$ cat src/rtl/movement_pkg.sv
// Shared constants for the motion integrator: FSM state codes, velocity sign
// encoding and default playfield limits.
package movement_pkg;

  localparam logic [1:0] IDLE   = 2'd0;
  localparam logic [1:0] STEP_X = 2'd1;
  localparam logic [1:0] STEP_Y = 2'd2;
  localparam logic [1:0] DONE   = 2'd3;

  localparam logic SIGN_POS = 1'b0;
  localparam logic SIGN_NEG = 1'b1;

  localparam int DEF_X_MAX = 319;
  localparam int DEF_Y_MAX = 239;

endpackage

$ cat src/rtl/axis_stepper.sv
// One axis of the motion integrator: position register, remaining-step counter
// and edge handling (wrap by default, clamp when EDGE_CLAMP_EN is defined).
module axis_stepper
  import movement_pkg::*;
#(
  parameter int POS_W = 9,
  parameter int MAG_W = 3,
  parameter int MAX   = 319,
  parameter int INIT  = 0
) (
  input  logic             clk,
  input  logic             reset_n,
  input  logic             start,
  input  logic             step_en,
  input  logic             load,
  input  logic             sign_in,
  input  logic [MAG_W-1:0] mag,
  input  logic [POS_W-1:0] load_val,
  output logic [POS_W-1:0] pos,
  output logic             last,
  output logic             pending,
  output logic             hit
);

  localparam logic [POS_W-1:0] MAX_V  = POS_W'(MAX);
  localparam logic [POS_W-1:0] INIT_V = POS_W'(INIT);
  localparam logic [POS_W-1:0] ONE_P  = POS_W'(1);
  localparam logic [MAG_W-1:0] ONE_C  = MAG_W'(1);

  logic [MAG_W-1:0] cnt;
  logic             sign;
  logic [POS_W-1:0] pos_nx;
  logic             blocked;

  assign last    = (cnt == ONE_C);
  assign pending = (cnt != '0);

  // Position after one step in the latched direction.
  always_comb begin
    pos_nx  = pos;
    blocked = 1'b0;
`ifdef EDGE_CLAMP_EN
    if (sign == SIGN_NEG) begin
      if (pos == '0) blocked = 1'b1;
      else           pos_nx  = pos - ONE_P;
    end else begin
      if (pos >= MAX_V) blocked = 1'b1;
      else              pos_nx  = pos + ONE_P;
    end
`else
    if (sign == SIGN_NEG) pos_nx = (pos == '0) ? MAX_V : pos - ONE_P;
    else                  pos_nx = (pos >= MAX_V) ? '0 : pos + ONE_P;
`endif
  end

  always_ff @(posedge clk or negedge reset_n) begin
    if (!reset_n) begin
      pos  <= INIT_V;
      cnt  <= '0;
      sign <= SIGN_POS;
    end else if (load) begin
      pos <= (load_val > MAX_V) ? MAX_V : load_val;
      cnt <= '0;
    end else if (start) begin
      cnt  <= mag;
      sign <= sign_in;
    end else if (step_en) begin
      cnt <= cnt - ONE_C;
      pos <= pos_nx;
    end
  end

`ifdef EDGE_CLAMP_EN
  // Registered so the pulse lines up with the cycle the position would have moved.
  always_ff @(posedge clk or negedge reset_n) begin
    if (!reset_n)     hit <= 1'b0;
    else if (load)    hit <= 1'b0;
    else              hit <= step_en & blocked;
  end
`else
  assign hit = 1'b0;
`endif

endmodule

$ cat src/rtl/motion_integrator.sv
// Integrates a sign+magnitude velocity into an (x,y) screen position, one unit
// step per clock after each move_tick. Optional macro: EDGE_CLAMP_EN.
module motion_integrator
  import movement_pkg::*;
#(
  parameter int POS_W  = 9,
  parameter int MAG_W  = 3,
  parameter int X_MAX  = DEF_X_MAX,
  parameter int Y_MAX  = DEF_Y_MAX,
  parameter int X_INIT = 0,
  parameter int Y_INIT = 0
) (
  input  logic             clk,
  input  logic             reset_n,
  input  logic             move_tick,
  input  logic             vel_x_sign,
  input  logic [MAG_W-1:0] vel_x_mag,
  input  logic             vel_y_sign,
  input  logic [MAG_W-1:0] vel_y_mag,
  input  logic             load_pos,
  input  logic [POS_W-1:0] load_x,
  input  logic [POS_W-1:0] load_y,
  output logic [POS_W-1:0] pos_x,
  output logic [POS_W-1:0] pos_y,
  output logic             busy,
  output logic             step_done,
  output logic             missed_tick,
  output logic             edge_hit,
  output logic [1:0]       fsm_state
);

  logic [1:0] state, state_nx;
  logic       start;
  logic       x_last, x_pending, x_hit;
  logic       y_last, y_pending, y_hit;

  // Velocity is captured only on an accepted tick; load_pos wins over a same-cycle tick.
  assign start     = (state == IDLE) && move_tick && !load_pos;
  assign fsm_state = state;
  assign edge_hit  = x_hit | y_hit;

  always_comb begin
    state_nx = state;
    case (state)
      IDLE: begin
        if (move_tick) begin
          if (vel_x_mag != '0)      state_nx = STEP_X;
          else if (vel_y_mag != '0) state_nx = STEP_Y;
          else                      state_nx = DONE;
        end
      end
      STEP_X: begin
        if (x_last || !x_pending) state_nx = y_pending ? STEP_Y : DONE;
      end
      STEP_Y: begin
        if (y_last || !y_pending) state_nx = DONE;
      end
      default: state_nx = IDLE;
    endcase
  end

  always_ff @(posedge clk or negedge reset_n) begin
    if (!reset_n) begin
      state       <= IDLE;
      busy        <= 1'b0;
      step_done   <= 1'b0;
      missed_tick <= 1'b0;
    end else if (load_pos) begin
      state       <= IDLE;
      busy        <= 1'b0;
      step_done   <= 1'b0;
      missed_tick <= 1'b0;
    end else begin
      state       <= state_nx;
      busy        <= (state_nx != IDLE);
      step_done   <= (state_nx == DONE);
      missed_tick <= move_tick && (state != IDLE);
    end
  end

  axis_stepper #(
    .POS_W(POS_W), .MAG_W(MAG_W), .MAX(X_MAX), .INIT(X_INIT)
  ) u_axis_x (
    .clk      (clk),
    .reset_n  (reset_n),
    .start    (start),
    .step_en  (state == STEP_X),
    .load     (load_pos),
    .sign_in  (vel_x_sign),
    .mag      (vel_x_mag),
    .load_val (load_x),
    .pos      (pos_x),
    .last     (x_last),
    .pending  (x_pending),
    .hit      (x_hit)
  );

  axis_stepper #(
    .POS_W(POS_W), .MAG_W(MAG_W), .MAX(Y_MAX), .INIT(Y_INIT)
  ) u_axis_y (
    .clk      (clk),
    .reset_n  (reset_n),
    .start    (start),
    .step_en  (state == STEP_Y),
    .load     (load_pos),
    .sign_in  (vel_y_sign),
    .mag      (vel_y_mag),
    .load_val (load_y),
    .pos      (pos_y),
    .last     (y_last),
    .pending  (y_pending),
    .hit      (y_hit)
  );

endmodule

$ cat config.mk
export PLATFORM = sky130hd
export DESIGN_NAME = motion_integrator
export DESIGN_NICKNAME = d
export VERILOG_FILES = /design/src/rtl/movement_pkg.sv /design/src/rtl/axis_stepper.sv /design/src/rtl/motion_integrator.sv
export SDC_FILE = /design/constraint.sdc
export NUM_CORES = 1
export LEC_CHECK = 0
export ABC_AREA = 0
export BUFFER_PORTS_ARGS = -buffer_cell sky130_fd_sc_hd__buf_4
export CAP_MARGIN = 20
export CELL_PAD_IN_SITES_DETAIL_PLACEMENT = 1
export CELL_PAD_IN_SITES_GLOBAL_PLACEMENT = 1
export CORE_AREA = 2 2 82 84
export DETAILED_ROUTE_END_ITERATION = 10
export DIE_AREA = 0 0 84 86
export PLACE_DENSITY = 0.84
export SLEW_MARGIN = 20
export SYNTH_ARGS = -nofsm -noshare
export SYNTH_HDL_FRONTEND = slang
export SYNTH_SLANG_ARGS = --single-unit
$ cat constraint.sdc
create_clock -name clk -period 2.6 [get_ports clk]
set_input_delay 0.39 -clock clk [delete_from_list [all_inputs] [get_ports clk]]
set_output_delay 0.39 -clock clk [all_outputs]
set_load 0.05 [all_outputs]
## Yosys cells after proc, flatten, opt, wreduce, memory -nomap -nowiden

Index checks and enable logic that the tools add are counted.

- Add/subtract/negate cells: 6
- $mul: 0
- Div/mod/pow operators: 0
- Magnitude comparators: 4
- Eq/ne operators: 6
- Shift-type cells: 0
- Muxes and demuxes: 31
- Bitwise gates (word level): 1
- Reductions and logical operators: 24

Operator list:

| operator | number |
|---|---|
| $mux W9 | 14 |
| $add A9 B1 Y9 const B | 2 |
| $logic_not A9 Y1 | 2 |
| $mux W3 | 6 |
| $reduce_bool A3 Y1 | 6 |
| $sub A9 B1 Y9 const B | 2 |
| $mux W2 | 5 |
| $ge A9 B8 Y1 const B | 1 |
| $ge A9 B9 Y1 const B | 1 |
| $gt A9 B8 Y1 const B | 1 |
| $gt A9 B9 Y1 const B | 1 |
| $reduce_bool A2 Y1 | 4 |
| $eq A3 B1 Y1 const B | 2 |
| $pmux W2 S3 | 1 |
| $reduce_and A2 Y1 | 3 |
| $sub A3 B1 Y3 const B | 2 |
| $mux W1 | 5 |
| $eq A2 B2 Y1 const B | 2 |
| $logic_and A1 B1 Y1 | 3 |
| $logic_not A1 Y1 | 3 |
| $eq A2 B1 Y1 const B | 1 |
| $logic_not A2 Y1 | 1 |
| $logic_or A1 B1 Y1 | 2 |
| $ne A2 B2 Y1 const B | 1 |
| $not A1 Y1 | 1 |

- Register bits: 31
- Bits in latches: 0
- RAM bits: 0
- Memory bits (read-only): 0
- Input port bits: 30
- Output and inout bits: 24
- Logic and storage cells: 82
- Memories: 0

## Depth between registers and ports, before layout

Gate-level depths: netlist of run 1.

- Depth in word-level cells: 7
- Gate-level depth with buffers: 7
- Gate-level depth less buffers: 7

## Cells and area by module

A second synthesis of run 1 with hierarchy kept.

- Cell total of the unflattened synthesis: 321
- Area, all modules: 2,760.1 µm²

By module, submodules not included:

| module | times used | cells each | area each (µm²) | sequential area each (µm²) |
|---|---|---|---|---|
| axis_stepper at u_axis_x | 1 | 158 | 1,310.0 | 325.3 |
| axis_stepper at u_axis_y | 1 | 136 | 1,178.6 | 325.3 |
| motion_integrator | 1 | 27 | 271.5 | 125.1 |

## Worst setup path after synthesis of run 1

No wires, ideal clock.

- Path kind: register -> register
- From: reg u_axis_x.pos[0]
- To: reg u_axis_x.pos[3]
- Setup time: 121 ps
- Arrival time: 2,040 ps
- Required time: 2,479 ps
- Path slack: 439 ps
- Cell stages (with the launch flop): 8
- Path buffers: 0
- Period minus slack after synthesis: 2,161 ps
- Cell sequence: dfrtp_1 > inv_1 > ha_1 > nor4b_1 > and3b_1 > o21ai_0 > o311ai_0 > a22o_1

- Word-level cells in the longest chain between the ends: 6
- Elaborated cells on any way between the ends: 10
- Those cells by class: add/sub (2); order compare (1); mux (6); reduce/logical (1)

RTL lines:

| element | line | RTL |
|---|---|---|
| start: declaration | axis_stepper.sv:19 | `output logic [POS_W-1:0] pos,` |
| start signal: assignment | axis_stepper.sv:62 | `pos <= (load_val > MAX_V) ? MAX_V : load_val;` |
| start signal: assignment | axis_stepper.sv:69 | `pos <= pos_nx;` |
| $add A9 B1 Y9, or another cell as far along | axis_stepper.sv:52 | `else pos_nx = (pos >= MAX_V) ? '0 : pos + ONE_P;` |
| $mux W9 (on tied branches) | axis_stepper.sv:52, axis_stepper.sv:51 |  |
| $mux W9 (*) | axis_stepper.sv:51 | `if (sign == SIGN_NEG) pos_nx = (pos == '0) ? MAX_V : pos - ONE_P;` |
| $mux W9 (*) | axis_stepper.sv:67 | `end else if (step_en) begin` |
| $mux W9 (*) | axis_stepper.sv:64 | `end else if (start) begin` |
| $mux W9 (*) | axis_stepper.sv:61 | `end else if (load) begin` |

Mark *: on every way between the ends. The rest lies on a longest branch, timed or not. The select of a mux whose other input is x is not followed.
A chain may end at the register's enable or synchronous reset.

## Worst setup path in the final report of run 1

Ends and elaborated chain as after synthesis.

==> metrics.sh, run 1 <==
RUN_STATUS='complete, no violations'
STARTPOINT='u_axis_x.pos[0]'
LEAKAGE_DISSIPATION_nW=1.26
VDD_IR_DROP_MAX_mV=0.575
CTSLONGESTPATHBUFFERS=2
WORSTSETUPENDPOINTTYPE='flop'
CLOCK_LATENCY_NS=0.30
POWER_DENSITY_nW_PER_UM2=1240
POST_DRT_WL_PER_CELL_UM=18.2
YS_DOMINANT_REG_CELL='sky130_fd_sc_hd__dfrtp_1'
GLOBAL_ROUTE_WIRE_LENGTH_BEFORE_REPAIR_UM=13000
GLOBALROUTE.TOTALOVERFLOW=0
YS_TOP_CELLS_BY_COUNT='sky130_fd_sc_hd__o21ai_0, sky130_fd_sc_hd__dfrtp_1, sky130_fd_sc_hd__nor2_1, sky130_fd_sc_hd__nand2_1, sky130_fd_sc_hd__inv_1'
DIE_AR_UM2=7220
TIMING.FINAL.MAX_SLEW_VIOLATIONS=0
CP_ARRIVAL_NS=2.31
SETUP-VIOLATIONS-FINAL=0
CTS_NUM_SINKS=31
SYNTH_AREA_IN_ADDERS=0.0505
SYNTH-COMPOUND-AREA-SHARE=0.311
DPL-INSTANCE-AREA_UM2=2870
SYNTH-XOR-AREA-SHARE=0.0212
SLEW_HEADROOM=0.550
SLOWEST_DELAY_NS=0.52
N_ANTENNA_CELL=0
START_UTIL=0.395
SYNTH_TOP_AREA_FRAC=0.313
CTS_TREE='yes'
SYNTH_AREA_LEADERS='sky130_fd_sc_hd__dfrtp_1, sky130_fd_sc_hd__o21ai_0, sky130_fd_sc_hd__ha_1'
FP.DIEH_UM=86
ROWS=29
TIGHTEST_SLEW_NS=0.669
AREA_GROWTH_PCT=20.3
CLK_PIN_SLEW_NS=0.08
TOP_LEVEL_PORTS=54
NETLIST-CELL-TYPE-COUNT=65
DIE_W_UM=84
GRT_PASS1_VIAS=2546
CRITICAL_PATH.CELL_CHAIN='inv_1 > ha_1 > nor4b_1 > and3b_1 > o21ai_0 > o311ai_0 > a22o_1'
NUM-FILL-CELLS=783
SYN_WARNINGS=0
FIRST_ITER_VIOLATIONS=164
MULTI_INPUT_COMB_AREA_UM2=1540
SHARE_OF_THE_CLOCK_PERIOD_USED_BY_THE_WORST_PATH=0.812
HIGHEST_CLOCK_RATE_MHz=473
TOTAL_ROUTED_WIRELENGTH_UM=7730
FIN_WORST_SKEW_NS=0.0108
CTS_INSERTED_BUFFERS=5
POST_CTS_RESIZE_COUNT=0
DRC=0
POST_SYNTH_AND_OR_NAND_NOR_AREA_FRACTION=0.224
CTSHTREEMAXLEVEL=2
DETAILEDROUTE.FIRSTPASSITERATIONCOUNT=4
CP_DATA_REQUIRED_TIME_NS=2.79
SYNTH_SEQ_AREA_SHARE=0.313
TIMING.CRITICAL_PATH.SLOWEST_STAGE_CELL='sky130_fd_sc_hd__dfrtp_1'
CRIT-REG2REG-LAUNCH='u_axis_x.pos[0]'
FLOPS_LATCHES_SYNTH=31
VIA_PER_INST=6.07
YOSYSMOSTFREQUENTCELL='sky130_fd_sc_hd__o21ai_0'
CTS.REPAIR_TIMING.SETUP_BUFFER_COUNT=0
SYN_AVG_CELL_AREA_UM2=8.05
PERIOD_MINUS_SLACK_NS=2.11
CRITICAL_PATH.STARTPOINT_TYPE='flop'
CRITICAL_PATH.MAX_FANOUT=8
SYNTH_MUX_AREA_FRAC=0.0126
ASYNC_FLOP_SHARE=1.00
LAYOUT.CELL_AREA.NON_FILLER_UM2=2980
NNETSFINAL=386
SETUP_TOTAL_NEGATIVE_SLACK_NS=0
RSZ0062_AT_GRT='no'
REPORT.FINAL.HOLD_VIOL_COUNT=0
CORE_AREA_UM2=6280
SYNTH_TOP_FAMILY_BY_AREA='compound AO/OA/AOI/OAI gates'
GLOBAL_ROUTE_USAGE_OVER_ALL_LAYERS=0.225
POST_SYNTH_INSTANCE_AREA_UM2=2480
POST_DETAIL_PLACE_HPWL_UM=5570
PLACE.GP.CONGESTION=0.866
TOTAL_POWER_mW=3.70
CRITICALPATHCATEGORY='reg2reg'
SYNTHESIS.INSTANCES=308
GRT_START_MAX_NET_PINS=32
SYNTH_LARGEST_AREA_CELL='sky130_fd_sc_hd__dfrtp_1'
IO_BUFFER_COUNT=52
SYNTH-EDFF-COUNT=0
WORST_HOLD_PATH_TYPE='in2async'
CTS_HOLD_BUFFERS=0
POSTSYNTHNETCOUNT=348
LAYOUT-DRIVE-GT1-SHARE=0.202
DRTANTENNAVIOLNETS=0
ANTENNA_FOUND_INITIAL=0
SEQUENTIAL_CELL_AREA_UM2=776
DRV.MAX_CAP_VIOLATION_COUNT=0
VIAS=2572
CLOCK-ROOT-BUFFER='sky130_fd_sc_hd__clkbuf_8'
[flip-flops by register name, indices dropped and copies added, names as in the netlist, 2 cells and up]
signal,flops
u_axis_y.cnt,3
u_axis_y.pos,9
u_axis_x.cnt,3
u_axis_x.pos,9
fsm_state,2
[metrics by stage]
stage	cells	utilization	setup WS [ns]	hold slack, ns
final	424	0.475	0.488	0.0240
after global routing	424	0.475	0.329	0.0519
after CTS	424	0.475	0.520	0.0356
after detailed placement	416	0.457	0.595	0.357
after global placement	416	0.457	0.611	0.361
after floorplan	308	-	0.439	0.0944
[per-layer routing]
metal	vias to the layer above	routed length, um	GRT usage
li1	1226	-	-
met1	1263	3390	0.298
met2	74	3800	0.367
met3	9	429	0.0433
met4	0	108	0.0821
met5	-	0	0
[cells by family (layout without fill, tap and decap cells)]
| logic type | Yosys count | count (layout) |
|---|---|---|
| compound gates | 112 | 112 |
| xor+xnor | 6 | 6 |
| other cells | 1 | 1 |
| fa+ha+maj | 10 | 10 |
| flops | 31 | 31 |
| buf+inv | 38 | 77 |
| simple gates | 107 | 107 |
| mux | 3 | 3 |
[critical path: cells and delay by family, from the launching register on]
kind                     cells  cell delay, ns
flip-flops                   1            0.52
adder cells (fa/ha/maj)      1            0.31
AND/OR/NAND/NOR              2            0.44
AO/OA/AOI/OAI                3            0.59
buffers and inverters        1            0.14
[layout by cell type (no fill, tap or decap), drive strengths merged, types with 4 or more instances in the layout]
cell	n
buf	52
o21ai	32
dfrtp	31
nor2	29
nand2	22
inv	17
nor3	17
a21oi	17
ha	10
o22ai	8
nand3	7
o31ai	6
a31oi	6
clkbuf	6
nor2b	5
a211oi	5
o2bb2ai	4
xor2	4
nand2b	4
[worst paths after layout]
kind                              endpoint  slack (ns)  cells after the start
setup / recovery           u_axis_x.pos[3]        0.49                      7
hold / removal             u_axis_x.pos[7]        0.02                      1
setup reg to reg           u_axis_x.pos[3]        0.49                      7
hold reg to reg            u_axis_x.cnt[2]        0.59                      2
max in group asynchronous     fsm_state[0]        2.27                      1
min in group clk             u_axis_y.sign        0.30                      3
[power breakdown]
part / internal [mW] / total [mW] / switching, mW
Sequential: 0.662 / 1.12 / 0.455
Clock: 0.310 / 0.517 / 0.207
Combinational: 0.744 / 2.06 / 1.32
Total: 1.72 / 3.70 / 1.98
[layout make-up]
type / count / share of cell area
Multi-Input combinational cell: 239 / 0.516
Sequential cell: 31 / 0.260
Timing Repair Buffer: 52 / 0.131
Tap cell: 77 / 0.0323
Clock buffer: 6 / 0.0277
Inverter: 17 / 0.0214
Clock inverter: 2 / 0.0117
Power figures use the tool's default switching activity.
==> inputs of run 2 (changes only) <==
--- a/config.mk
+++ b/config.mk
@@ -5,15 +5,15 @@
 export SDC_FILE = /design/constraint.sdc
 export NUM_CORES = 1
 export LEC_CHECK = 0
-export ABC_AREA = 0
+export ABC_AREA = 1
 export BUFFER_PORTS_ARGS = -buffer_cell sky130_fd_sc_hd__buf_4
 export CAP_MARGIN = 20
 export CELL_PAD_IN_SITES_DETAIL_PLACEMENT = 1
 export CELL_PAD_IN_SITES_GLOBAL_PLACEMENT = 1
-export CORE_AREA = 2 2 82 84
+export CORE_AREA = 2 2 89 91
 export DETAILED_ROUTE_END_ITERATION = 10
-export DIE_AREA = 0 0 84 86
-export PLACE_DENSITY = 0.84
+export DIE_AREA = 0 0 91 93
+export PLACE_DENSITY = 0.81
 export SLEW_MARGIN = 20
 export SYNTH_ARGS = -nofsm -noshare
 export SYNTH_HDL_FRONTEND = slang
==> constraint.sdc (replaced) <==
create_clock -name clk -period 1.8 [get_ports clk]
set_input_delay 0.27 -clock clk [delete_from_list [all_inputs] [get_ports clk]]
set_output_delay 0.27 -clock clk [all_outputs]
set_load 0.05 [all_outputs]
==> run 2 against run 1 <==
Compared with the run above:
- total power up 39%
- area after synthesis up 4.1%
- worst hold slack better by 0.16 ns
- clock power up 16%
- clock-buffer cell count down 1
- largest power group unchanged
==> metrics.sh, run 2 <==
RUN_STATUS='complete, no violations'
SYNTH_TOP_AREA_FRAC=0.301
FIRST_ITER_VIOLATIONS=106
DIE_AR_UM2=8460
TIMING.CRITICAL_PATH.MAX_DELAY_FAMILY='simple AND/OR/NAND/NOR gates'
SYN_WARNINGS=0
CP_ARRIVAL_NS=1.91
MOST-COMMON-LAYOUT-CELLS='sky130_fd_sc_hd__nand2_1, sky130_fd_sc_hd__buf_4, sky130_fd_sc_hd__inv_1'
GRT_PASS1_VIAS=2911
MOSTFREQUENTLAYOUTCELL='sky130_fd_sc_hd__nand2_1'
CTSLONGESTPATHBUFFERS=2
SYNTH_AREA_LEADERS='sky130_fd_sc_hd__dfrtp_1, sky130_fd_sc_hd__nand2_1, sky130_fd_sc_hd__inv_1'
CLOCK_LATENCY_NS=0.30
AREA_GROWTH_PCT=26.2
CRITICALPATHCATEGORY='reg2reg'
VIA_PER_INST=5.01
FLOPS_LATCHES_SYNTH=31
SETUP_TOTAL_NEGATIVE_SLACK_NS=0
ASYNC_FLOP_SHARE=1.00
DIE_W_UM=91
VIAS=2783
MET2_GLOBAL_ROUTE_USAGE=0.362
FINAL_UTIL=0.433
VDD_IR_DROP_MAX_mV=0.433
NNETSFINAL=493
DPL-INSTANCE-AREA_UM2=3070
CRITICAL_PATH.STARTPOINT_TYPE='flop'
FIN_WORST_SKEW_NS=0.00964
TIMING.FINAL.MAX_SLEW_VIOLATIONS=0
CP_DATA_REQUIRED_TIME_NS=2.03
GLOBALROUTE.TOTALOVERFLOW=0
NUM-FILL-CELLS=1035
SYNTHESIS.INSTANCES=392
DRTANTENNAVIOLNETS=0
CORE_AREA_UM2=7530
N_ANTENNA_CELL=0
TIMING.CRITICAL_PATH.SLOWEST_STAGE_CELL='sky130_fd_sc_hd__dfrtp_2'
PRECTSSETUPSLACK_NS=0.0119
CLOCK-ROOT-BUFFER='sky130_fd_sc_hd__clkbuf_8'
TIGHTEST_SLEW_NS=0.587
REPORT.FINAL.HOLD_VIOL_COUNT=0
LEAKAGE_DISSIPATION_nW=1.70
START_UTIL=0.343
WORSTSETUPENDPOINTTYPE='flop'
SLOWEST_DELAY_NS=0.42
SYN_AVG_CELL_AREA_UM2=6.58
LAYOUT.CELL_AREA.NON_FILLER_UM2=3260
WORST_HOLD_PATH_TYPE='in2reg'
SLEW_HEADROOM=0.607
PLACE.DETAILED.INSTANCES=541
CRITICAL_PATH.MAX_FANOUT=5
PLACE.GP.CONGESTION=0.915
POST_DRT_WL_PER_CELL_UM=15.5
CTSHTREEMAXLEVEL=2
RSZ0062_AT_GRT='no'
GLOBAL_ROUTE_WIRE_LENGTH_BEFORE_REPAIR_UM=14100
LAYOUTNONFILLERINSTCOUNT=556
CRITICAL_PATH_BUF_INV_COUNT=3
GRT_UTIL_MET3=0.0322
GRTUSAGEMET1=0.260
PERIOD_MINUS_SLACK_NS=1.68
POWER_DENSITY_nW_PER_UM2=1570
YS_TOP_CELLS_BY_COUNT='sky130_fd_sc_hd__nand2_1, sky130_fd_sc_hd__inv_1, sky130_fd_sc_hd__nor2_1, sky130_fd_sc_hd__dfrtp_1, sky130_fd_sc_hd__nand3_1'
CTS_NUM_SINKS=31
SETUP_WS_NS=0.120
SHARE_OF_THE_CLOCK_PERIOD_USED_BY_THE_WORST_PATH=0.933
CTS_INSERTED_BUFFERS=5
SYNTH_LARGEST_AREA_CELL='sky130_fd_sc_hd__dfrtp_1'
TOP_USAGE_LAYER='met2'
YOSYSMOSTFREQUENTCELL='sky130_fd_sc_hd__nand2_1'
HIGHEST_CLOCK_RATE_MHz=595
SETUP-VIOLATIONS-FINAL=0
ROWS=32
LAYOUT_TOP_REGISTERS='u_axis_x.pos x9, u_axis_y.pos x9'
CRITICAL_PATH.CELL_CHAIN='inv_2 > ha_4 > inv_1 > nor3_4 > nand3_4 > buf_4 > nand2_1 > a21oi_1 > nand2_1 > nand2_1 > nand2_1'
TOP_LEVEL_PORTS=54
WORST_PATH_MOST_REPEATED_CELL='sky130_fd_sc_hd__nand2_1'
DETAILEDROUTE.FIRSTPASSITERATIONCOUNT=4
LAYOUT-DRIVE-GT1-SHARE=0.238
NETLIST-CELL-TYPE-COUNT=37
FP.DIEH_UM=93
ANTENNA_FOUND_INITIAL=0
DRC=0
IO_BUFFER_COUNT=52
DRV.MAX_CAP_VIOLATION_COUNT=0
POST_DETAIL_PLACE_HPWL_UM=6200
SYNTH-EDFF-COUNT=0
POSTSYNTHNETCOUNT=432
SYNTH_SEQ_AREA_SHARE=0.301
CTS_TREE='yes'
GRT_START_MAX_NET_PINS=32
GLOBAL_ROUTE_USAGE_OVER_ALL_LAYERS=0.206
CLK_PIN_SLEW_NS=0.08
YS_DOMINANT_REG_CELL='sky130_fd_sc_hd__dfrtp_1'
POST_SYNTH_INSTANCE_AREA_UM2=2580
TOTAL_ROUTED_WIRELENGTH_UM=8600
## run 2: cell count changes in the layout (fill, tap and decap cells not counted), sizes merged, moves of 6 or more
cell	previous run	this run
buf	52	62
inv	17	59
nand2	22	113
nand3	7	32
nor2	29	48
nor3	17	4
o21ai	32	38
o31ai	6	0
## run 2: cell families after synthesis
family	count (synthesis)	synth area share
AO/OA/AOI/OAI	68	0.148
XOR/XNOR	10	0.0339
adder cells (fa/ha/maj)	10	0.0485
buffers and inverters	69	0.109
flip-flops	31	0.301
other	1	0.00145
AND/OR/NAND/NOR	203	0.358
## run 2: final timing paths
check	startpoint	depth (start not counted)	to	slack [ns]
max	u_axis_y.pos[0]	11	u_axis_y.pos[3]	0.12
min reg2reg	u_axis_y.pos[8]	1	u_axis_y.pos[8]	0.54
min	vel_x_sign	3	u_axis_x.sign	0.18
min in group asynchronous	reset_n	2	u_axis_x.cnt[2]	0.45
max reg2reg	u_axis_y.pos[0]	11	u_axis_y.pos[3]	0.12
max in group asynchronous	reset_n	2	u_axis_x.pos[0]	0.99
## run 2: metrics by stage
step | hold WS (ns) | total power, mW
after global routing | 0.210 | 5.53
after global placement | 0.246 | 4.34
after floorplan | -0.0256 | 3.55
final | 0.183 | 5.12
after CTS | 0.183 | 5.07
after detailed placement | 0.243 | 4.42
## run 2: cell type report
cell class | count | area, um2 | area share
clock inverter | 3 | 25.0 | 0.00768
clock buffer | 5 | 68.8 | 0.0211
inverter | 60 | 225 | 0.0692
sequential | 31 | 779 | 0.239
tap | 102 | 128 | 0.0392
timing repair buffer | 63 | 475 | 0.146
multi-input combinational | 292 | 1560 | 0.478
## run 2: report_power, final
part	switching (mW)	total [mW]	internal, mW
logic	2.09	3.10	1.01
registers	0.472	1.43	0.955
clock network	0.324	0.601	0.277
total	2.88	5.12	2.24
## run 2: worst register-to-register path: cells and delay by family (launching register included)
kind                     cells  cell delay, ns
AO/OA/AOI/OAI                1            0.05
AND/OR/NAND/NOR              6            0.66
flip-flops                   1            0.42
adder cells (fa/ha/maj)      1            0.15
buffers and inverters        3            0.34
## run 2: per-layer routing
metal  up-vias  wire, um
li1       1375         -
met5         -         0
met1      1347      3910
met4         0       112
met3         9       348
met2        52      4220
## run 2: timing repair
| action | 4_1_cts | 5_1_grt |
|---|---|---|
| pin swaps | 2 | 4 |
| buffers inserted | 5 | 1 |
| hold endpoints to repair | 31 | 0 |
| resized for setup | 4 | 9 |
| hold buffers | 1 | 0 |
| setup endpoints to repair | 3 | 12 |
==> inputs of run 3 (changes only) <==
--- a/config.mk
+++ b/config.mk
@@ -10,11 +10,12 @@
 export CAP_MARGIN = 20
 export CELL_PAD_IN_SITES_DETAIL_PLACEMENT = 1
 export CELL_PAD_IN_SITES_GLOBAL_PLACEMENT = 1
-export CORE_AREA = 2 2 89 91
+export CORE_AREA = 2 2 94 96
 export DETAILED_ROUTE_END_ITERATION = 10
-export DIE_AREA = 0 0 91 93
-export PLACE_DENSITY = 0.81
+export DIE_AREA = 0 0 96 98
+export PLACE_DENSITY = 0.8
 export SLEW_MARGIN = 20
 export SYNTH_ARGS = -nofsm -noshare
 export SYNTH_HDL_FRONTEND = slang
+export SYNTH_HIERARCHICAL = 1
 export SYNTH_SLANG_ARGS = --single-unit
==> constraint.sdc (replaced) <==
create_clock -name clk -period 1.5 [get_ports clk]
set_input_delay 0.225 -clock clk [delete_from_list [all_inputs] [get_ports clk]]
set_output_delay 0.225 -clock clk [all_outputs]
set_load 0.05 [all_outputs]
==> run 3 against run 2 <==
Compared with the run above:
- the run now ends with setup timing left
- design area is 26% higher
- sequential cell count stayed put
- area after synthesis is 10% higher
- synthesized cell count is 15% higher
- clock skew is 0.0030 ns lower
- non-clock buffer count is 48 higher
- combinational power is 79% higher
- worst hold slack worse by 0.0083 ns
- total power is 61% higher
- cell count is 20% higher
- wire length is 21% higher
- critical path depth is 2 lower
- critical path type unchanged
==> metrics.sh, run 3 <==
VIAS=3316
DRC=0
RUN_STATUS='finished, violations left'
SYNTHESIS.INSTANCES=452
NUM-FILL-CELLS=1124
POWER_DENSITY_nW_PER_UM2=2010
SYNTH_TOP_FAMILY_BY_AREA='simple AND/OR/NAND/NOR gates'
TIMING.CRITICAL_PATH.MAX_DELAY_FAMILY='simple AND/OR/NAND/NOR gates'
TOTAL_ROUTED_WIRELENGTH_UM=10400
DRV.MAX_CAP_VIOLATION_COUNT=0
SHARE_OF_THE_CLOCK_PERIOD_USED_BY_THE_WORST_PATH=1.05
CTSHTREEMAXLEVEL=2
LAYOUT.CELL_AREA.NON_FILLER_UM2=4100
PRECTSSETUPSLACK_NS=-0.0683
CRIT-REG2REG-CAPTURE='u_axis_x/pos[0]'
WORST_HOLD_PATH_TYPE='in2reg'
CLOCK_LATENCY_NS=0.29
LEAKAGE_DISSIPATION_nW=2.13
SYNTH_SEQ_AREA_SHARE=0.272
GLOBAL_ROUTE_USAGE_OVER_ALL_LAYERS=0.212
WORSTSETUPENDPOINTTYPE='flop'
GRT_START_MAX_NET_PINS=32
HOLD_PATH_STARTPOINT='move_tick'
CLOCK-ROOT-BUFFER='sky130_fd_sc_hd__clkbuf_8'
SLOWEST_DELAY_NS=0.44
GRT_UTIL_MET3=0.0270
ANTENNA_FOUND_INITIAL=0
MOSTFREQUENTLAYOUTCELL='sky130_fd_sc_hd__nand2_1'
DPL-INSTANCE-AREA_UM2=3610
SYNTH_AREA_IN_ADDERS=0.0439
FP.DIEH_UM=98
NNETSFINAL=597
GLOBALROUTE.TOTALOVERFLOW=0
SYN_WARNINGS=6
R2R.WORST_PATH.CELLS=9
CP_ARRIVAL_NS=1.74
CORE_AREA_UM2=8470
LAYOUT_TOP_REGISTERS='u_axis_x/pos x9, u_axis_y/pos x9'
FIRST_ITER_VIOLATIONS=100
HIGHEST_CLOCK_RATE_MHz=637
CTSLONGESTPATHBUFFERS=2
N_ANTENNA_CELL=0
POST_DRT_WL_PER_CELL_UM=15.7
RSZ0062_AT_GRT='yes'
MET2_GLOBAL_ROUTE_USAGE=0.379
WHS_ENDPOINT='missed_tick'
FIN_WORST_SKEW_NS=0.00667
REG2REG_SLACK_NS=-0.07
DIE_W_UM=96
CRITICAL_PATH_BUF_INV_COUNT=2
TIMING.FINAL.MAX_SLEW_VIOLATIONS=0
TIMING.CRITICAL_PATH.SLOWEST_STAGE_CELL='sky130_fd_sc_hd__dfrtp_2'
SYNTH-XOR-AREA-SHARE=0.0338
START_UTIL=0.337
VIOLATIONS_IN_THE_FINAL_REPORTS='setup timing'
SYNTH-COMPOUND-AREA-SHARE=0.0996
POST_SYNTH_INSTANCE_AREA_UM2=2850
PERIOD_MINUS_SLACK_NS=1.57
SETUP_WS_NS=-0.0703
CTS_INSERTED_BUFFERS=5
SETUP-VIOLATIONS-FINAL=7
DIE_AR_UM2=9410
TOP_LEVEL_PORTS=54
PLACE.DETAILED.INSTANCES=636
YS_TOP_CELLS_BY_COUNT='sky130_fd_sc_hd__nand2_1, sky130_fd_sc_hd__nor2_1, sky130_fd_sc_hd__inv_1, sky130_fd_sc_hd__dfrtp_1, sky130_fd_sc_hd__nand3_1'
GRT_PASS1_VIAS=3361
SYN_AVG_CELL_AREA_UM2=6.31
VDD_IR_DROP_MAX_mV=0.903
CRITICAL_PATH.MAX_FANOUT=15
DRTANTENNAVIOLNETS=0
SYNTH_AREA_LEADERS='sky130_fd_sc_hd__dfrtp_1, sky130_fd_sc_hd__nand2_1, sky130_fd_sc_hd__nor2_1'
IO_BUFFER_COUNT=52
SETUP_TOTAL_NEGATIVE_SLACK_NS=-0.140
CRITICAL_PATH.STARTPOINT_TYPE='flop'
NETLIST-CELL-TYPE-COUNT=35
POST_DETAIL_PLACE_HPWL_UM=7330
FINAL_UTIL=0.485
TOP_USAGE_LAYER='met2'
CP_DATA_REQUIRED_TIME_NS=1.67
CRITICALPATHCATEGORY='reg2reg'
TOTAL_POWER_mW=8.24
SYNTH_LARGEST_AREA_CELL='sky130_fd_sc_hd__dfrtp_1'
VIA_PER_INST=4.98
YOSYSMOSTFREQUENTCELL='sky130_fd_sc_hd__nand2_1'
CTS_TREE='yes'
ASYNC_FLOP_SHARE=1.00
CTS_NUM_SINKS=31
POST_SYNTH_AND_OR_NAND_NOR_AREA_FRACTION=0.430
GRTUSAGEMET1=0.264
LAYOUTNONFILLERINSTCOUNT=666
SYNTH_TOP_AREA_FRAC=0.272
CRITICAL_PATH.CELL_CHAIN='nor2_4 > nand2_2 > nor2_4 > inv_2 > a21oi_4 > buf_12 > a21oi_2 > o21ai_1 > nand2_1'
WORST_PATH_MOST_REPEATED_CELL='sky130_fd_sc_hd__nor2_4'
AREA_GROWTH_PCT=44.0
CRIT-REG2REG-LAUNCH='fsm_state[1]'
YS_DOMINANT_REG_CELL='sky130_fd_sc_hd__dfrtp_1'
MOST-COMMON-LAYOUT-CELLS='sky130_fd_sc_hd__nand2_1, sky130_fd_sc_hd__buf_4, sky130_fd_sc_hd__nor2_1'
REPORT.FINAL.HOLD_VIOL_COUNT=0
POSTSYNTHNETCOUNT=492
CLK_PIN_SLEW_NS=0.07
SYNTH-EDFF-COUNT=0
GLOBAL_ROUTE_WIRE_LENGTH_BEFORE_REPAIR_UM=15800
MIN_DELAY_PATH_DEPTH=3
LAYOUT-DRIVE-GT1-SHARE=0.380
SYNTH_MUX_AREA_FRAC=0
PLACE.GP.CONGESTION=0.843
DETAILEDROUTE.FIRSTPASSITERATIONCOUNT=4
HOLDWS_NS=0.175
ROWS=34
FLOPS_LATCHES_SYNTH=31
-- run 3: cell count changes after synthesis, sizes merged, moves of 2 or more --
cell    before  now
a21oi       17   22
buf          7   12
inv         59   61
nand2      113  164
nand3       32   28
nor2        48   71
o211ai       2    0
o21ai       38   18
or2          0    2
-- run 3: routing by layer --
metal  share of wire  wire [um]  up-vias
met3           0.036        375        8
met5               0          0        -
li1                -          -     1607
met4           0.011        112        0
met1            0.42       4410     1620
met2            0.53       5540       81
-- run 3: report_power, final --
part	leakage [nW]	total (mW)	switching [mW]	internal, mW
clock network	0.0612	0.905	0.367	0.538
logic	1.71	5.56	3.42	2.14
registers	0.365	1.77	0.586	1.19
total	2.13	8.24	4.37	3.87
-- run 3: final cells by class --
type	count	area, um2	share of cell area
clock buffers	6	82.6	0.0201
clock inverters	2	35.0	0.00854
inverters	62	235	0.0573
multi-input cells	346	1960	0.478
flip-flops and latches	31	793	0.193
well taps	108	135	0.0329
repair buffers	111	861	0.210
-- run 3: cells by family after synthesis --
logic type               after synthesis
other                                  2
flip-flops                            31
XOR/XNOR                              11
AND/OR/NAND/NOR                      274
adder cells (fa/ha/maj)               10
buffers and inverters                 75
AO/OA/AOI/OAI                         49
-- run 3: repair_timing --
| item | CTS | global route |
|---|---|---|
| pin swaps | 6 | 18 |
| gates resized for setup | 13 | 49 |
| hold buffers | 1 | 0 |
| setup buffers | 7 | 14 |
| hold endpoints to repair | 31 | 0 |
| endpoints found under the setup margin | 20 | 25 |
-- run 3: how the worst max path moves through the flow --
stage / start / end / slack, ns / cells past startpoint
floorplan: fsm_state[1] / u_axis_x/pos[7] / -0.17 / 9
global placement: u_axis_y/pos[1] / u_axis_y/pos[5] / 0.02 / 10
detailed placement: fsm_state[1] / u_axis_y/cnt[2] / -0.07 / 7
CTS: fsm_state[1] / u_axis_y/pos[1] / -0.03 / 9
global route: fsm_state[1] / u_axis_x/pos[0] / -0.15 / 9
finish: fsm_state[1] / u_axis_x/pos[0] / -0.07 / 9
-- run 3: tightest hold or removal path: cells and delay by family --
kind / cells / cell delay (ns)
buffers and inverters: 1 / 0.12
and+or+nand+nor: 2 / 0.09
